File: src/rtl/regfile_pkg.sv
// Shared types and helpers for the scoreboarded register file.
package regfile_pkg;

    // Default geometry of the register file.
    localparam int DEF_WIDTH = 8;
    localparam int DEF_DEPTH = 4;

    // Index of the optional hard-wired zero register.
    localparam int ZERO_IDX = 0;

    // One register word at the default width.
    typedef logic [DEF_WIDTH-1:0] reg_word_t;

    // Address width that never collapses to zero bits, even for tiny depths.
    function automatic int addr_width(input int depth);
        return (depth <= 2) ? 1 : $clog2(depth);
    endfunction

endpackage

File: src/rtl/reg_scoreboard.sv
// Busy-bit scoreboard: issue marks a destination pending, writeback clears it,
// flush clears everything. Also keeps the sticky writeback-error flag.
//
// Strobe semantics: issue_valid and wr_en are single-cycle qualifiers with no
// back-pressure; each one takes effect on the rising CLK edge where it is high,
// and the issuer is expected to stall on rd_busy before raising issue_valid.
module reg_scoreboard
    import regfile_pkg::*;
#(
    parameter int DEPTH    = DEF_DEPTH,
    parameter int ZERO_REG = 0,
    localparam int AW      = addr_width(DEPTH)
) (
    input  logic             CLK,
    input  logic             RST_n,
    input  logic             issue_valid,
    input  logic [AW-1:0]    issue_reg,
    input  logic             wr_en,
    input  logic [AW-1:0]    wr_reg,
    input  logic             flush,
    output logic [DEPTH-1:0] busy_vec,
    output logic             wb_err
);

    logic [DEPTH-1:0] busy_q;
    logic [DEPTH-1:0] busy_nxt;
    logic             wb_err_q;
    logic             wr_is_zero;
    logic             err_set;

    // Writes aimed at the hard-wired zero register are never tracked.
    assign wr_is_zero = (ZERO_REG != 0) && (wr_reg == AW'(ZERO_IDX));

    // A writeback to a register with no pending producer is a pipeline bug.
    assign err_set = wr_en && !busy_q[wr_reg] && !flush && !wr_is_zero;

    // Per-register next busy state: flush beats issue, issue beats writeback
    // (a same-cycle writeback belongs to an older producer, so busy stays set).
    always_comb begin
        busy_nxt = busy_q;
        for (int r = 0; r < DEPTH; r++) begin
            if (flush) begin
                busy_nxt[r] = 1'b0;
            end else if (issue_valid && (issue_reg == AW'(r))) begin
                busy_nxt[r] = 1'b1;
            end else if (wr_en && (wr_reg == AW'(r))) begin
                busy_nxt[r] = 1'b0;
            end
        end
        if (ZERO_REG != 0) begin
            busy_nxt[ZERO_IDX] = 1'b0;
        end
    end

    // Busy bits and the sticky error flag; only reset clears the error.
    always_ff @(posedge CLK or negedge RST_n) begin
        if (!RST_n) begin
            busy_q   <= '0;
            wb_err_q <= 1'b0;
        end else begin
            busy_q <= busy_nxt;
            if (err_set) begin
                wb_err_q <= 1'b1;
            end
        end
    end

    assign busy_vec = busy_q;
    assign wb_err   = wb_err_q;

endmodule

File: src/rtl/scoreboard_reg_file.sv
// WIDTH x DEPTH register file with NUM_RD combinational read ports, optional
// hard-wired zero register, optional write-to-read bypass and a busy-bit
// scoreboard whose per-port view (rd_busy) feeds the decode stall.
module scoreboard_reg_file
    import regfile_pkg::*;
#(
    parameter int WIDTH    = DEF_WIDTH,
    parameter int DEPTH    = DEF_DEPTH,
    parameter int NUM_RD   = 2,
    parameter int ZERO_REG = 0,
    parameter int BYPASS   = 1,
    localparam int AW      = addr_width(DEPTH)
) (
    input  logic                    CLK,
    input  logic                    RST_n,
    input  logic [NUM_RD*AW-1:0]    rd_addr,
    output logic [NUM_RD*WIDTH-1:0] rd_data,
    output logic [NUM_RD-1:0]       rd_busy,
    input  logic                    issue_valid,
    input  logic [AW-1:0]           issue_reg,
    input  logic                    wr_en,
    input  logic [AW-1:0]           wr_reg,
    input  logic [WIDTH-1:0]        wr_data,
    input  logic                    flush,
    output logic [DEPTH-1:0]        busy_vec,
    output logic                    wb_err
);

    logic [WIDTH-1:0] regs [DEPTH];
    logic             wr_drop;

    // The zero register silently swallows writes.
    assign wr_drop = (ZERO_REG != 0) && (wr_reg == AW'(ZERO_IDX));

    // Data array: cleared by reset, one write port on the rising edge.
    always_ff @(posedge CLK or negedge RST_n) begin
        if (!RST_n) begin
            for (int r = 0; r < DEPTH; r++) begin
                regs[r] <= '0;
            end
        end else if (wr_en && !wr_drop) begin
            regs[wr_reg] <= wr_data;
        end
    end

    reg_scoreboard #(
        .DEPTH    (DEPTH),
        .ZERO_REG (ZERO_REG)
    ) u_sb (
        .CLK         (CLK),
        .RST_n       (RST_n),
        .issue_valid (issue_valid),
        .issue_reg   (issue_reg),
        .wr_en       (wr_en),
        .wr_reg      (wr_reg),
        .flush       (flush),
        .busy_vec    (busy_vec),
        .wb_err      (wb_err)
    );

    for (genvar i = 0; i < NUM_RD; i++) begin : g_rd
        logic [AW-1:0]    addr;
        logic [WIDTH-1:0] data;
        logic             busy;

        assign addr = rd_addr[i*AW +: AW];

        // Read mux: array value, overridden by a same-cycle writeback when
        // bypassing, and forced to zero/not-busy for the zero register.
        always_comb begin
            data = regs[addr];
            busy = busy_vec[addr];
            if ((BYPASS != 0) && wr_en && (wr_reg == addr)) begin
                data = wr_data;
                busy = 1'b0;
            end
            if ((ZERO_REG != 0) && (addr == AW'(ZERO_IDX))) begin
                data = '0;
                busy = 1'b0;
            end
        end

        assign rd_data[i*WIDTH +: WIDTH] = data;
        assign rd_busy[i]                = busy;
    end

endmodule

File: config.mk
export PLATFORM = sky130hd
export DESIGN_NAME = scoreboard_reg_file
export DESIGN_NICKNAME = d
export VERILOG_FILES = /design/src/rtl/regfile_pkg.sv /design/src/rtl/reg_scoreboard.sv /design/src/rtl/scoreboard_reg_file.sv
export SDC_FILE = /design/constraint.sdc
export NUM_CORES = 1
export LEC_CHECK = 0
export BUFFER_PORTS_ARGS = -buffer_cell sky130_fd_sc_hd__buf_2
export CORE_MARGIN = 5
export CORE_UTILIZATION = 45
export CTS_BUF_LIST = sky130_fd_sc_hd__clkbuf_8
export CTS_CLUSTER_SIZE = 30
export DETAILED_ROUTE_END_ITERATION = 8
export PLACE_DENSITY = 0.68
export SYNTH_ARGS = -nofsm -noshare
export SYNTH_HDL_FRONTEND = slang
export SYNTH_HIERARCHICAL = 1
export SYNTH_SLANG_ARGS = --single-unit
File: constraint.sdc
create_clock -name CLK -period 1.44 [get_ports CLK]
set_input_delay 0.072 -clock CLK [delete_from_list [all_inputs] [get_ports CLK]]
set_output_delay 0.072 -clock CLK [all_outputs]
set_load 0.005 [all_outputs]
# Word-level counts from Yosys, hierarchy flattened

Cells that the tools add are included.

Order comparisons: 7
Reductions and logical operators: 21
$add $sub $neg: 0
Multiply operators: 0
Div/mod/pow operators: 0
Shift-type cells: 0
Equal/unequal tests: 8
Bitwise gates (word level): 3
Multiplexer cells: 31

Operators with widths:

| cell                                                | count |
|---|---|
| 2-to-1 mux 8 bit                                    | 7 |
| binary-select mux 8 bit (select 2 bit)              | 2 |
| bitwise mux 32 bit                                  | 1 |
| 2-to-1 mux 1 bit                                    | 17 |
| demux 8 bit (select 2 bit)                          | 1 |
| logical AND 1 bit                                   | 13 |
| nonzero test 3 bit                                  | 4 |
| >= comparator 3 bit (second input constant)         | 3 |
| < comparator 2 x 3 -> 1 bit (second input constant) | 3 |
| inverter 2 -> 3 bit                                 | 3 |
| == test 2 bit (second input constant)               | 4 |
| binary-select mux 1 bit (select 2 bit)              | 3 |
| == test 2 x 1 -> 1 bit (second input constant)      | 2 |
| == test 2 bit                                       | 2 |
| zero test 2 bit                                     | 2 |
| < comparator 3 x 1 -> 1 bit (second input constant) | 1 |
| zero test 1 bit                                     | 2 |

Memories: 0
Bits in read-only memories: 0
Latch bits: 0
Bits in writable memories: 0
Output and inout bits: 23
Bits of input ports: 21
Bits in registers: 37

# Logic depth before layout (Yosys ltp)

Gate-level depths: netlist of run 1.

Depth in word-level cells: 6
Mapped depth: 5

# By module

Netlist of run 1, hierarchy kept.

Modules (own cells, without submodules):

| module              | instances | sequential area each (sq um) | cells an instance | area each (sq um) |
|---|---|---|---|---|
| scoreboard_reg_file | 1         | 800.8                        | 119               | 2,026.9 |
| reg_scoreboard      | 1         | 125.1                        | 26                | 267.8 |

# Worst setup path after synthesis of run 1

OpenSTA, ideal clock, no wires.

Path type: register to output
Start point: register u_sb.busy_q[3] (netlist: u_sb/busy_vec[3])
End point: output rd_busy[0]
Required time: 1.368 ns
Data arrival time: 1.129 ns
Slack: 0.239 ns
Cell stages (with the launch flop): 4
Cells stage by stage: dfrtp_1 > mux4_2 > and2_1 > buf_4

Longest elaborated chain between the ends: 3

RTL lines:

| what                                   | line                      | source |
|---|---|---|
| from (decl)                            | reg_scoreboard.sv:25      | `logic [DEPTH-1:0] busy_q;` |
| from (signal assigned)                 | reg_scoreboard.sv:61      | `busy_q <= busy_nxt;` |
| binary-select mux 1 bit (select 2 bit) | scoreboard_reg_file.sv:72 | `busy = busy_vec[addr];` |
| 2-to-1 mux 1 bit (implied by the code) | scoreboard_reg_file.sv:72 |  |
| 2-to-1 mux 1 bit                       | scoreboard_reg_file.sv:73 | `if ((BYPASS != 0) && wr_en && (wr_reg == addr)) begin` |
| to (decl)                              | scoreboard_reg_file.sv:18 | `output logic [NUM_RD-1:0] rd_busy,` |

Every way passes these cells. The select of a mux whose other input is x is not followed.

# Final worst setup path of run 1

Start point: register regs[1] in the netlist's numbering
End point: output rd_data[1]

Longest elaborated chain between the ends: 4

RTL lines:

| what                                                 | line                      | source |
|---|---|---|
| from (decl)                                          | scoreboard_reg_file.sv:29 | `logic [WIDTH-1:0] regs [DEPTH];` |
| from (signal, indexed assignment)                    | scoreboard_reg_file.sv:42 | `regs[wr_reg] <= wr_data;` |
| binary-select mux 8 bit (select 2 bit)               | scoreboard_reg_file.sv:71 | `data = regs[addr];` |
| 2-to-1 mux 8 bit (implied by the code) (2 in series) | scoreboard_reg_file.sv:71 |  |
| 2-to-1 mux 8 bit                                     | scoreboard_reg_file.sv:73 |  |
| to (decl)                                            | scoreboard_reg_file.sv:17 | `output logic [NUM_RD*WIDTH-1:0] rd_data,` |

Every way passes these cells. The select of a mux whose other input is x is not followed.

==> summary.txt, run 1 <==
STA
  • Tcrit/Tclk final: 114%
  • Rel. slew slack: approximately 68%
  • RSZ-0062 raised after global routing: true
  • Tmin final: 1.64 ns
  • Setup slack after layout: -0.195 ns
  • Clk_skew: around 0.00016 ns
  • Final Hold Violating Endpoints: 0
  • Max-slew violations: 0
  • Slew at the pin closest to its max-slew limit: 0.475 ns
  • Fin Setup TNS: -2.85 ns
  • Achievable Freq: between 0.6 and 0.7 GHz
  • Final setup fails: 18

Floorplanning
  • Core Box Area: 5040 sq um
  • Initial Util: between 40% and 50%
  • Site row count: 26
  • DIE WIDTH: roughly 81 um
  • Die H: ~80 um
  • # IOs: 44
  • Full die area: around 6600 sq um

Synth
  • Yosys reg bits: 37
  • YS warnings: 6
  • Area leader, netlist: dfrtp_1
  • Top_reg_cell synth: dfrtp_1
  • FFs w/ async S/R, synth: 100%
  • Leading cell types by count after synthesis: 37 x dfrtp_1, 32 x mux2_2, 18 x mux4_2
  • Unique masters post-synth: 23
  • Syn_nets: 166
  • Synth area leaders: dfrtp_1 40%, mux4_2 18%, mux2_2 16%
  • Syn Area/Cell: between 15 and 20 sq um
  • Count leader, synth: dfrtp_1
  • Sequential cell area fraction in the yosys report: between 40% and 50%
  • Synth top area share: around 40%
  • Post-Synthesis Cells: approximately 150
  • Number of synthesized flops with an enable pin: 0
  • Post-Syn Area: about 2300 sq um

Critical path
  • CP startpoint kind: flip-flop
  • Worst EP arrival: approximately 1.6 ns
  • Setup CP Type: flip-flop to output port
  • Maximum fanout along the worst path: 3
  • Critical Path RT: around 1.4 ns
  • Worst Setup End Kind: output port

Job
  • Max-cap violations: 0

Final layout
  • Fillcell total: 391
  • Area delta synth->final: 28.6%
  • Area occupied by multi-input gates: 1280 sq um
  • N_diodes: 0
  • Fraction of layout cells with a size suffix above 1: 69.5%
  • Final nets: between 200 and 250
  • Register Area: 926 sq um

Clock network
  • CTS max path bufs: 2
  • CTS tree: yes
  • Clock Latency Late Sink: roughly 0.28 ns
  • H-Tree Level Count: 2
  • # clock sinks: 37
  • Num CTS Buffers: 5
  • Clk slew on worst S/H paths: about 0.070 ns
  • Clk root buf: clkbuf_8

Route
  • Drt first-iter violations: between 90 and 100
  • DR DRC count: 0
  • Via-to-Cell Ratio: between 5 and 6
  • DRT Wirelength: 5.48 mm
  • Drt wl/cell: 19.6 um
  • Via count: between 1500 and 2000
  • Antenna viol nets, final: 0
  • DR pass1 iterations: 4

Min path
  • HP Class: input pin to flip-flop

Global route
  • Vias in the first global route: 1755
  • Gr usage total: 18.1%
  • Pin count of the biggest net entering global routing: 38
  • GR Overflow Total: 0
  • First-pass GRT wire length: slightly below 9 mm
  • Initial antenna violation count: 0

Pwr
  • Leak Pwr: between 0.001 and 0.0015 uW
  • Pwr/cell area: around 1100 nW/um^2
  • Maximum vdd drop: around 0.6 mV

Placed design
  • Post-placement setup slack: between 0.1 and 0.15 ns
  • GPL Wtd Cong: roughly 0.82
  • Detailed Place HPWL: 3.90 mm
  • IO Port Bufs: 43

Run status
  • Status: finished, violations left
  • Failing checks: negative setup slack
[critical path, stage by stage (launching register included)]
cell     delay, ns
dfrtp_1       0.40
mux4_2        0.48
mux2_4        0.28
buf_6         0.12
[metrics by stage]
step	cells	utilization, %	area [sq um]	power, uW	hold WS (ns)
after floorplan	145	-	2290	1970	-0.224
after global placement	263	52.4	2640	2250	0.132
after detailed placement	263	52.4	2640	2310	0.147
after CTS	279	58.0	2930	3400	0.0774
after global routing	280	58.5	2950	3540	0.0844
final	280	58.5	2950	3390	0.0855
[power breakdown]
part / switching [uW] / internal, uW
clock: 364 / 558
combinational: 366 / 757
sequential: 130 / 1220
[cells in the final DEF (no fill, tap or decap)]
master	Yosys	routed
nor3b_1	2	2
dfrtp_1	37	37
a21oi_2	1	1
dlygate4sd3_1	0	2
bufinv_16	0	1
nor2_1	3	3
buf_12	0	2
mux2_4	17	17
nand3_4	2	2
buf_2	1	25
inv_1	2	3
and2_4	0	2
nand3_1	2	2
a32oi_1	2	2
nor3b_4	1	1
clkbuf_8	0	6
a21oi_1	2	2
a41o_1	1	1
buf_4	3	19
mux4_2	18	18
xnor2_1	2	2
mux2_2	32	32
nand2_1	1	1
nand3b_1	6	6
or3b_1	1	1
xnor2_2	2	2
buf_6	5	18
[per-layer routing]
layer | vias up | routed length (um) | GRT usage, %
met3 | 14 | 220 | 3.73
met2 | 45 | 3020 | 32.8
li1 | 689 | - | -
met5 | - | 0 | 0
met4 | 0 | 122 | 6.42
met1 | 813 | 2110 | 21.0
[timing repair]
action | in CTS | in global routing
hold buffers | 2 | 0
gates resized for setup | 16 | 4
hold endpoints to repair | 38 | 0
buffers inserted | 6 | 1
pin swaps | 1 | 0
setup endpoints to repair | 18 | 18
[final timing paths]
path	depth (start not counted)	startpoint	endpoint	slack, ns
worst min register to register	1	u_sb/wb_err$_DFFE_PN0P_	u_sb/wb_err$_DFFE_PN0P_	0.47
worst max-delay path	3	regs[1]$_DFFE_PN0P_	rd_data[1]	-0.20
max in group asynchronous	3	RST_n	regs[15]$_DFFE_PN0P_	0.75
min in group asynchronous	3	RST_n	regs[2]$_DFFE_PN0P_	0.36
worst min-delay path	3	issue_reg[1]	u_sb/busy_vec[2]$_DFFE_PN0P_	0.09
worst max register to register	4	u_sb/busy_vec[1]$_DFFE_PN0P_	u_sb/wb_err$_DFFE_PN0P_	0.22
[sequential cells by signal (all words and copies together) (netlist names)]
register and count:
regs 32, u_sb/busy_vec 4, u_sb/wb_err 1
[cell type report]
| class | count | share of cell area [%] |
|---|---|---|
| inverters | 2 | 0.254 |
| well taps | 70 | 2.97 |
| repair buffers | 66 | 18.0 |
| clock inverters | 2 | 1.15 |
| multi-input cells | 97 | 43.5 |
| clock buffers | 6 | 2.80 |
| flip-flops and latches | 37 | 31.4 |
[cells by family (layout without fill, tap and decap cells)]
| family | count (synthesis) | count (layout) | share of synthesized area [%] |
|---|---|---|---|
| AOI/OAI and AO/OA | 6 | 6 | 2.02 |
| xor gates and xnor gates | 4 | 4 | 2.18 |
| buffers and inverters | 11 | 76 | 3.98 |
| DFF | 37 | 37 | 40.3 |
| muxes | 67 | 67 | 44.5 |
| and+or+nand+nor | 20 | 20 | 6.98 |
Power figures use the tool's default switching activity.
==> run 2: changes to the inputs <==
--- a/config.mk
+++ b/config.mk
@@ -5,13 +5,14 @@
 export SDC_FILE = /design/constraint.sdc
 export NUM_CORES = 1
 export LEC_CHECK = 0
-export BUFFER_PORTS_ARGS = -buffer_cell sky130_fd_sc_hd__buf_2
+export ABC_AREA = 1
 export CORE_MARGIN = 5
 export CORE_UTILIZATION = 45
 export CTS_BUF_LIST = sky130_fd_sc_hd__clkbuf_8
 export CTS_CLUSTER_SIZE = 30
 export DETAILED_ROUTE_END_ITERATION = 8
-export PLACE_DENSITY = 0.68
+export DONT_BUFFER_PORTS = 1
+export PLACE_DENSITY = 0.71
 export SYNTH_ARGS = -nofsm -noshare
 export SYNTH_HDL_FRONTEND = slang
 export SYNTH_HIERARCHICAL = 1
==> summary.txt, run 2 <==
Route
  • DRT Wirelength: 7.23 mm (+32%)
  • Antenna viol nets, final: 0 (unchanged)
  • Drt wl/cell: 14.9 um (-24%)
  • DR DRC count: 0 (unchanged)
  • DR pass1 iterations: 5 (+1)
  • Drt first-iter violations: 171 (+78%)
  • Via-to-Cell Ratio: 5.29 (-5.2%)
  • Via count: 2569 (+65%)

Final layout
  • Top reg by flops: regs
  • Commonest cells after routing, fill and taps aside: 171 x nand2_1, 63 x nand3_1, 54 x inv_1
  • Commonest non-fill, non-tap cell in the layout: nand2_1
  • Post-route non-filler standard cell count: 486 (+74%)
  • N_diodes: 0 (unchanged)
  • Cell area after layout: 2910 sq um (-1.5%)
  • Fraction of layout cells with a size suffix above 1: 8.21% (-61 points)
  • Final nets: 434 (+89%)
  • Area occupied by multi-input gates: 1310 sq um (+2.4%)
  • Fillcell total: 557 (+42%)
  • Area delta synth->final: 11.5%
  • Register Area: 926 sq um (unchanged)
  • Largest register FFs: 32 (unchanged)

Floorplanning
  • Full die area: 7410 sq um (+12%)
  • Core Box Area: 5570 sq um (+11%)
  • DIE WIDTH: 86.1 um (+5.7%)
  • Die H: 86.1 um (+5.7%)
  • Initial Util: 46.7% (+1.2 points)
  • Site row count: 27 (+3.8%)
  • # IOs: 44 (unchanged)

Placed design
  • Placed instance area: 2550 sq um (-3.4%)
  • Inst Count DP: 456 (+73%)
  • Detailed Place HPWL: 4.88 mm (+25%)
  • IO Port Bufs: 0 (-100%)
  • GPL Wtd Cong: 0.842 (+3.0%)

STA
  • Final setup fails: 0 (-18)
  • RSZ-0062 raised after global routing: false
  • Max-slew violations: 0 (unchanged)
  • Final Hold Violating Endpoints: 0 (unchanged)
  • Hold WS: 0.0223 ns (-0.0632 ns)
  • Achievable Freq: 0.746 GHz (+22%)
  • Slew at the pin closest to its max-slew limit: 0.430 ns (-0.0446 ns)
  • Fin Setup TNS: 0 ns (+2.85 ns)
  • Tcrit/Tclk final: 93.1% (-20 points)
  • Clk_skew: 0.000639 ns (+0.000479 ns)
  • Tmin final: 1.34 ns (-0.295 ns)
  • Rel. slew slack: 71.3% (+2.9 points)

Clock network
  • Clk root buf: clkbuf_8
  • H-Tree Level Count: 2 (unchanged)
  • # clock sinks: 37 (unchanged)
  • CTS tree: yes
  • Clk slew on worst S/H paths: 0.07 ns (about the same)
  • Clock Latency Late Sink: 0.30 ns (+0.02 ns)
  • CTS max path bufs: 2 (unchanged)
  • Num CTS Buffers: 5 (unchanged)
  • Post-CTS Resized: 0 (-16)
  • Setup Buffers After CTS: 0 (-6)

Pwr
  • Switching share of total power: 32.4% (+7.0 points)
  • Maximum vdd drop: 0.609 mV (+1.1%)
  • Pwr/cell area: 1030 nW/um^2 (-10%)
  • Psw: 970 uW (+13%)
  • Combinational power share: 25.4% (-7.7 points)
  • Clock power frac: 32.2% (+5.0 points)
  • Leak Pwr: 0.00158 uW (+19%)
  • Part of the power in registers: 42.4% (+2.7 points)
  • Int Power: 2030 uW (-20%)

Critical path
  • WP buf/inv: 1 (unchanged)
  • CP startpoint kind: flip-flop
  • Worst EP arrival: 1.57 ns (about the same)
  • Worst Setup End Kind: flip-flop
  • Slowest cell on crit path: dlygate4sd3_1
  • Maximum fanout along the worst path: 4 (+1)
  • Critical Path RT: 1.67 ns (+0.30 ns)
  • Worst path top cell family by delay: buffers and inverters
  • Slowest stage delay, CP: 0.57 ns (+0.09 ns)
  • CP cell instances: nand3_1 > nand2_1 > dlygate4sd3_1 > o21bai_2
  • Setup CP Type: flip-flop to flip-flop

Global route
  • Gr usage total: 20.6% (+2.5 points)
  • Pin count of the biggest net entering global routing: 38 (unchanged)
  • Vias in the first global route: 2530 (+44%)
  • Initial antenna violation count: 0 (unchanged)
  • First-pass GRT wire length: 12.0 mm (+36%)
  • GR Overflow Total: 0 (unchanged)

Synth
  • Syn_nets: 422 (+150%)
  • Sequential cell area fraction in the yosys report: 35.5% (-4.8 points)
  • Top_reg_cell synth: dfrtp_1
  • Synth top area share: 35.5% (-4.8 points)
  • Post-Syn Area: 2600 sq um (+14%)
  • Area leader, netlist: dfrtp_1
  • Syn Area/Cell: 6.50 sq um (-59%)
  • FFs w/ async S/R, synth: 100% (unchanged)
  • Leading cell types by count after synthesis: 171 x nand2_1, 63 x nand3_1, 54 x inv_1
  • Yosys reg bits: 37 (unchanged)
  • Number of synthesized flops with an enable pin: 0 (unchanged)
  • Post-Synthesis Cells: 401 (+180%)
  • YS warnings: 6 (unchanged)
  • Unique masters post-synth: 19 (-17%)
  • Synth area leaders: dfrtp_1 36%, nand2_1 25%, nand3_1 12%
  • Count leader, synth: nand2_1

Min path
  • HP Class: input pin to flip-flop

Run status
  • Status: finished clean

Job
  • Max-cap violations: 0 (unchanged)
-- run 2: cell types whose count changed after synthesis, moves of 6 or more --
| cell | previous run | this run |
|---|---|---|
| inv_1 | 2 | 54 |
| o21ai_0 | 0 | 7 |
| inv_2 | 0 | 6 |
| mux2_2 | 32 | 0 |
| o21ai_1 | 0 | 21 |
| mux4_2 | 18 | 0 |
| nand3b_1 | 6 | 0 |
| nand2_1 | 1 | 171 |
| mux2_4 | 17 | 0 |
| nand3_1 | 2 | 63 |
-- run 2: power groups by stage --
| stage | registers, uW | clock network, uW | logic [uW] |
|---|---|---|---|
| final | 1270 | 966 | 761 |
| after global routing | 1290 | 1040 | 878 |
| after CTS | 1270 | 982 | 757 |
| after detailed placement | 1290 | 0 | 679 |
| after global placement | 1280 | 0 | 667 |
| after floorplan | 1270 | 0 | 599 |
-- run 2: worst register-to-register path, stage by stage, from the launching register on --
cell and delay (ns):
dfrtp_1 0.43, nand3_1 0.10, nand2_1 0.05, dlygate4sd3_1 0.57, o21bai_2 0.13
-- run 2: final timing paths --
kind	from	to	slack, ns	cells past startpoint
setup reg to reg	u_sb/busy_vec[1]$_DFFE_PN0P_	u_sb/wb_err$_DFFE_PN0P_	0.1	4
min in group asynchronous	RST_n	regs[19]$_DFFE_PN0P_	0.24	2
hold / removal	wr_reg[0]	u_sb/wb_err$_DFFE_PN0P_	0.02	3
setup / recovery	u_sb/busy_vec[1]$_DFFE_PN0P_	u_sb/wb_err$_DFFE_PN0P_	0.1	4
max in group asynchronous	RST_n	regs[0]$_DFFE_PN0P_	1.02	2
hold reg to reg	regs[8]$_DFFE_PN0P_	regs[8]$_DFFE_PN0P_	0.49	2
-- run 2: cells by family (layout without fill, tap and decap cells) --
| group | after synthesis | count (layout) | share of synthesized area (%) |
|---|---|---|---|
| flip-flops | 37 | 37 | 35.5 |
| AO/OA/AOI/OAI | 39 | 39 | 8.60 |
| AND/OR/NAND/NOR | 248 | 248 | 41.8 |
| buffers and inverters | 77 | 90 | 14.0 |
-- run 2: area by class of cell --
type,instances,share of cell area [%]
multi-input combinational,287,45.2
sequential,37,31.9
timing repair buffer,22,7.92
inverter,60,7.75
tap,72,3.10
clock buffer,6,2.84
clock inverter,2,1.29
-- run 2: layer usage --
| metal | track usage, % | up-vias | part of all wire (%) |
|---|---|---|---|
| li1 | - | 1270 | - |
| met1 | 25.9 | 1146 | 44 |
| met2 | 32.4 | 129 | 44 |
| met3 | 7.01 | 24 | 11 |
| met4 | 7.91 | 0 | 2.0 |
| met5 | 0 | - | 0 |
-- run 2: per-stage QoR --
step	utilization, %	total power (uW)	setup WS [ns]
6_report	52.1	3000	0.0998
5_1_grt	52.1	3200	0.0276
4_1_cts	52.1	3010	0.101
3_5_place_dp	45.8	1970	0.347
3_3_place_gp	45.8	1950	0.373
2_1_floorplan	-	1870	0.492
-- run 2: repair_timing --
action,4_1_cts,5_1_grt
setup endpoints to repair,0,0
hold buffers,22,0
endpoints found under the hold margin,65,0
==> run 3: changes to the inputs <==
--- a/config.mk
+++ b/config.mk
@@ -7,12 +7,14 @@
 export LEC_CHECK = 0
 export ABC_AREA = 1
 export CORE_MARGIN = 5
-export CORE_UTILIZATION = 45
+export CORE_UTILIZATION = 25
 export CTS_BUF_LIST = sky130_fd_sc_hd__clkbuf_8
 export CTS_CLUSTER_SIZE = 30
 export DETAILED_ROUTE_END_ITERATION = 8
 export DONT_BUFFER_PORTS = 1
-export PLACE_DENSITY = 0.71
+export GPL_TIMING_DRIVEN = 0
+export PLACE_DENSITY = 0.49
+export SKIP_CTS_REPAIR_TIMING = 1
 export SYNTH_ARGS = -nofsm -noshare
 export SYNTH_HDL_FRONTEND = slang
 export SYNTH_HIERARCHICAL = 1
==> summary.txt, run 3 (synthesized netlist as in run 2, its figures left out) <==
Job
  • Max-cap violations: 0 (unchanged)

Global route
  • GR Overflow Total: 0 (unchanged)
  • First-pass GRT wire length: 13.3 mm (+11%)
  • Vias in the first global route: 2635 (+4.2%)
  • Pin count of the biggest net entering global routing: 38 (unchanged)
  • Initial antenna violation count: 0 (unchanged)
  • Gr usage total: 13.2% (-7.3 points)

Placed design
  • IO Port Bufs: 0 (unchanged)
  • GPL Wtd Cong: 0.833 (-1.1%)
  • Placed instance area: 2780 sq um (+8.6%)
  • Detailed Place HPWL: 6.21 mm (+27%)
  • Inst Count DP: 537 (+18%)

Final layout
  • Commonest non-fill, non-tap cell in the layout: nand2_1
  • N_diodes: 0 (unchanged)
  • Post-route non-filler standard cell count: 556 (+14%)
  • Area delta synth->final: 15.8%
  • Final nets: 440 (+1.4%)
  • Commonest cells after routing, fill and taps aside: 171 x nand2_1, 63 x nand3_1, 54 x inv_1
  • Top reg by flops: regs
  • Fraction of layout cells with a size suffix above 1: 12.4% (+4.2 points)
  • Largest register FFs: 32 (unchanged)
  • Cell area after layout: 3020 sq um (+3.8%)

Route
  • DR DRC count: 0 (unchanged)
  • Via-to-Cell Ratio: 4.65 (-12%)
  • Via count: 2588 (+0.74%)
  • DRT Wirelength: 8.19 mm (+13%)
  • DR pass1 iterations: 5 (unchanged)
  • Drt first-iter violations: 228 (+33%)
  • Antenna viol nets, final: 0 (unchanged)
  • Drt wl/cell: 14.7 um (-1.0%)

Critical path
  • Critical Path RT: 1.37 ns (-0.30 ns)
  • Setup CP Type: flip-flop to output port
  • CP most frequent cell: nand2_1
  • CP startpoint kind: flip-flop
  • CP cell instances: inv_1 > nand2_1 > nand3_1 > nand2_1 > nand2_1 > inv_1 > buf_4
  • Reg2reg start: u_sb/busy_vec[1]$_DFFE_PN0P_
  • Slowest stage delay, CP: 0.44 ns (-0.13 ns)
  • Worst setup path start: u_sb/busy_vec[3]$_DFFE_PN0P_
  • Worst Setup End Kind: output port
  • Maximum fanout along the worst path: 4 (unchanged)
  • Worst EP arrival: 1.25 ns (-0.32 ns)
  • Reg2Reg Setup Slack: 0.20 ns (+0.10 ns)
  • Slowest cell on crit path: dfrtp_1

Clock network
  • Clk root buf: clkbuf_8
  • H-Tree Level Count: 2 (unchanged)
  • Clk slew on worst S/H paths: 0.08 ns (about the same)
  • # clock sinks: 37 (unchanged)
  • Clock Latency Late Sink: 0.29 ns (about the same)
  • CTS max path bufs: 2 (unchanged)
  • Num CTS Buffers: 5 (unchanged)
  • CTS tree: yes

Floorplanning
  • Full die area: 12600 sq um (+70%)
  • Core Box Area: 10200 sq um (+84%)
  • Site row count: 37 (+37%)
  • Initial Util: 25.5% (-21 points)
  • DIE WIDTH: 112 um (+30%)
  • Die H: 112 um (+30%)
  • # IOs: 44 (unchanged)

STA
  • Slew at the pin closest to its max-slew limit: 0.268 ns (-0.162 ns)
  • Fin Setup TNS: 0 ns (unchanged)
  • Final Hold Violating Endpoints: 2 (+2)
  • Rel. slew slack: 82.1% (+11 points)
  • Max-slew violations: 0 (unchanged)
  • Tmin final: 1.32 ns (-0.0198 ns)
  • Tcrit/Tclk final: 91.7% (-1.4 points)
  • Final setup fails: 0 (unchanged)
  • RSZ-0062 raised after global routing: false
  • Clk_skew: 0.00462 ns (+0.00398 ns)
  • Achievable Freq: 0.757 GHz (+1.5%)
  • Hold WS: -0.0197 ns (-0.0420 ns)

Min path
  • Hold Startpoint: wr_reg[1]
  • HP Class: input pin to flip-flop

Pwr
  • Leak Pwr: 0.00162 uW (+2.7%)
  • Maximum vdd drop: 0.407 mV (-33%)
  • Pwr/cell area: 998 nW/um^2 (-3.3%)
  • Power Total: 3010 uW (+0.37%)

Run status
  • Status: finished, violations left
  • Failing checks: negative hold slack
==> run 3: worst paths after layout <==
check	cells past startpoint	end
max	7	rd_busy[0]
min	3	u_sb/busy_vec[2]$_DFFE_PN0P_
max reg2reg	3	u_sb/busy_vec[1]$_DFFE_PN0P_
min reg2reg	2	regs[8]$_DFFE_PN0P_
max in group asynchronous	2	u_sb/busy_vec[2]$_DFFE_PN0P_
min in group asynchronous	2	u_sb/busy_vec[2]$_DFFE_PN0P_
==> run 3: where the power goes <==
part / total (uW) / internal, uW / switching, uW
clock network: 928 / 514 / 414
registers: 1270 / 1190 / 82.1
logic: 813 / 293 / 520
total: 3010 / 1990 / 1020
==> run 3: critical path: cells and delay by family, from the launching register on <==
family	cells	cell delay, ns
and+or+nand+nor	4	0.25
DFF	1	0.44
buffers and inverters	3	0.28
==> run 3: area by class of cell <==
cell class / instances / area [sq um]
flip-flops and latches: 37 / 927
plain buffers: 17 / 140
inverters: 60 / 225
clock buffers: 5 / 68.8
well taps: 136 / 170
fillers: 1146 / 7220
multi-input cells: 287 / 1310
repair buffers: 11 / 128
clock inverters: 3 / 42.5
==> run 3: per-layer routing <==
metal,share of wire [%],up-vias,global-route usage (%)
li1,-,1278,-
met3,8.3,6,3.29
met2,46,84,22.1
met5,0,-,0
met1,45,1220,17.2
met4,0.98,0,3.37
==> run 3: stage by stage <==
| step | hold WS (ns) | setup WS [ns] | utilization [%] |
|---|---|---|---|
| 3_5_place_dp | -0.222 | 0.251 | 27.1 |
| 5_1_grt | 0.000951 | 0.000901 | 29.5 |
| 3_3_place_gp | -0.222 | 0.273 | 27.1 |
| 4_1_cts | -0.547 | 0.0942 | 28.2 |
| 6_report | -0.0197 | 0.120 | 29.5 |
| 2_1_floorplan | -0.224 | 0.492 | - |
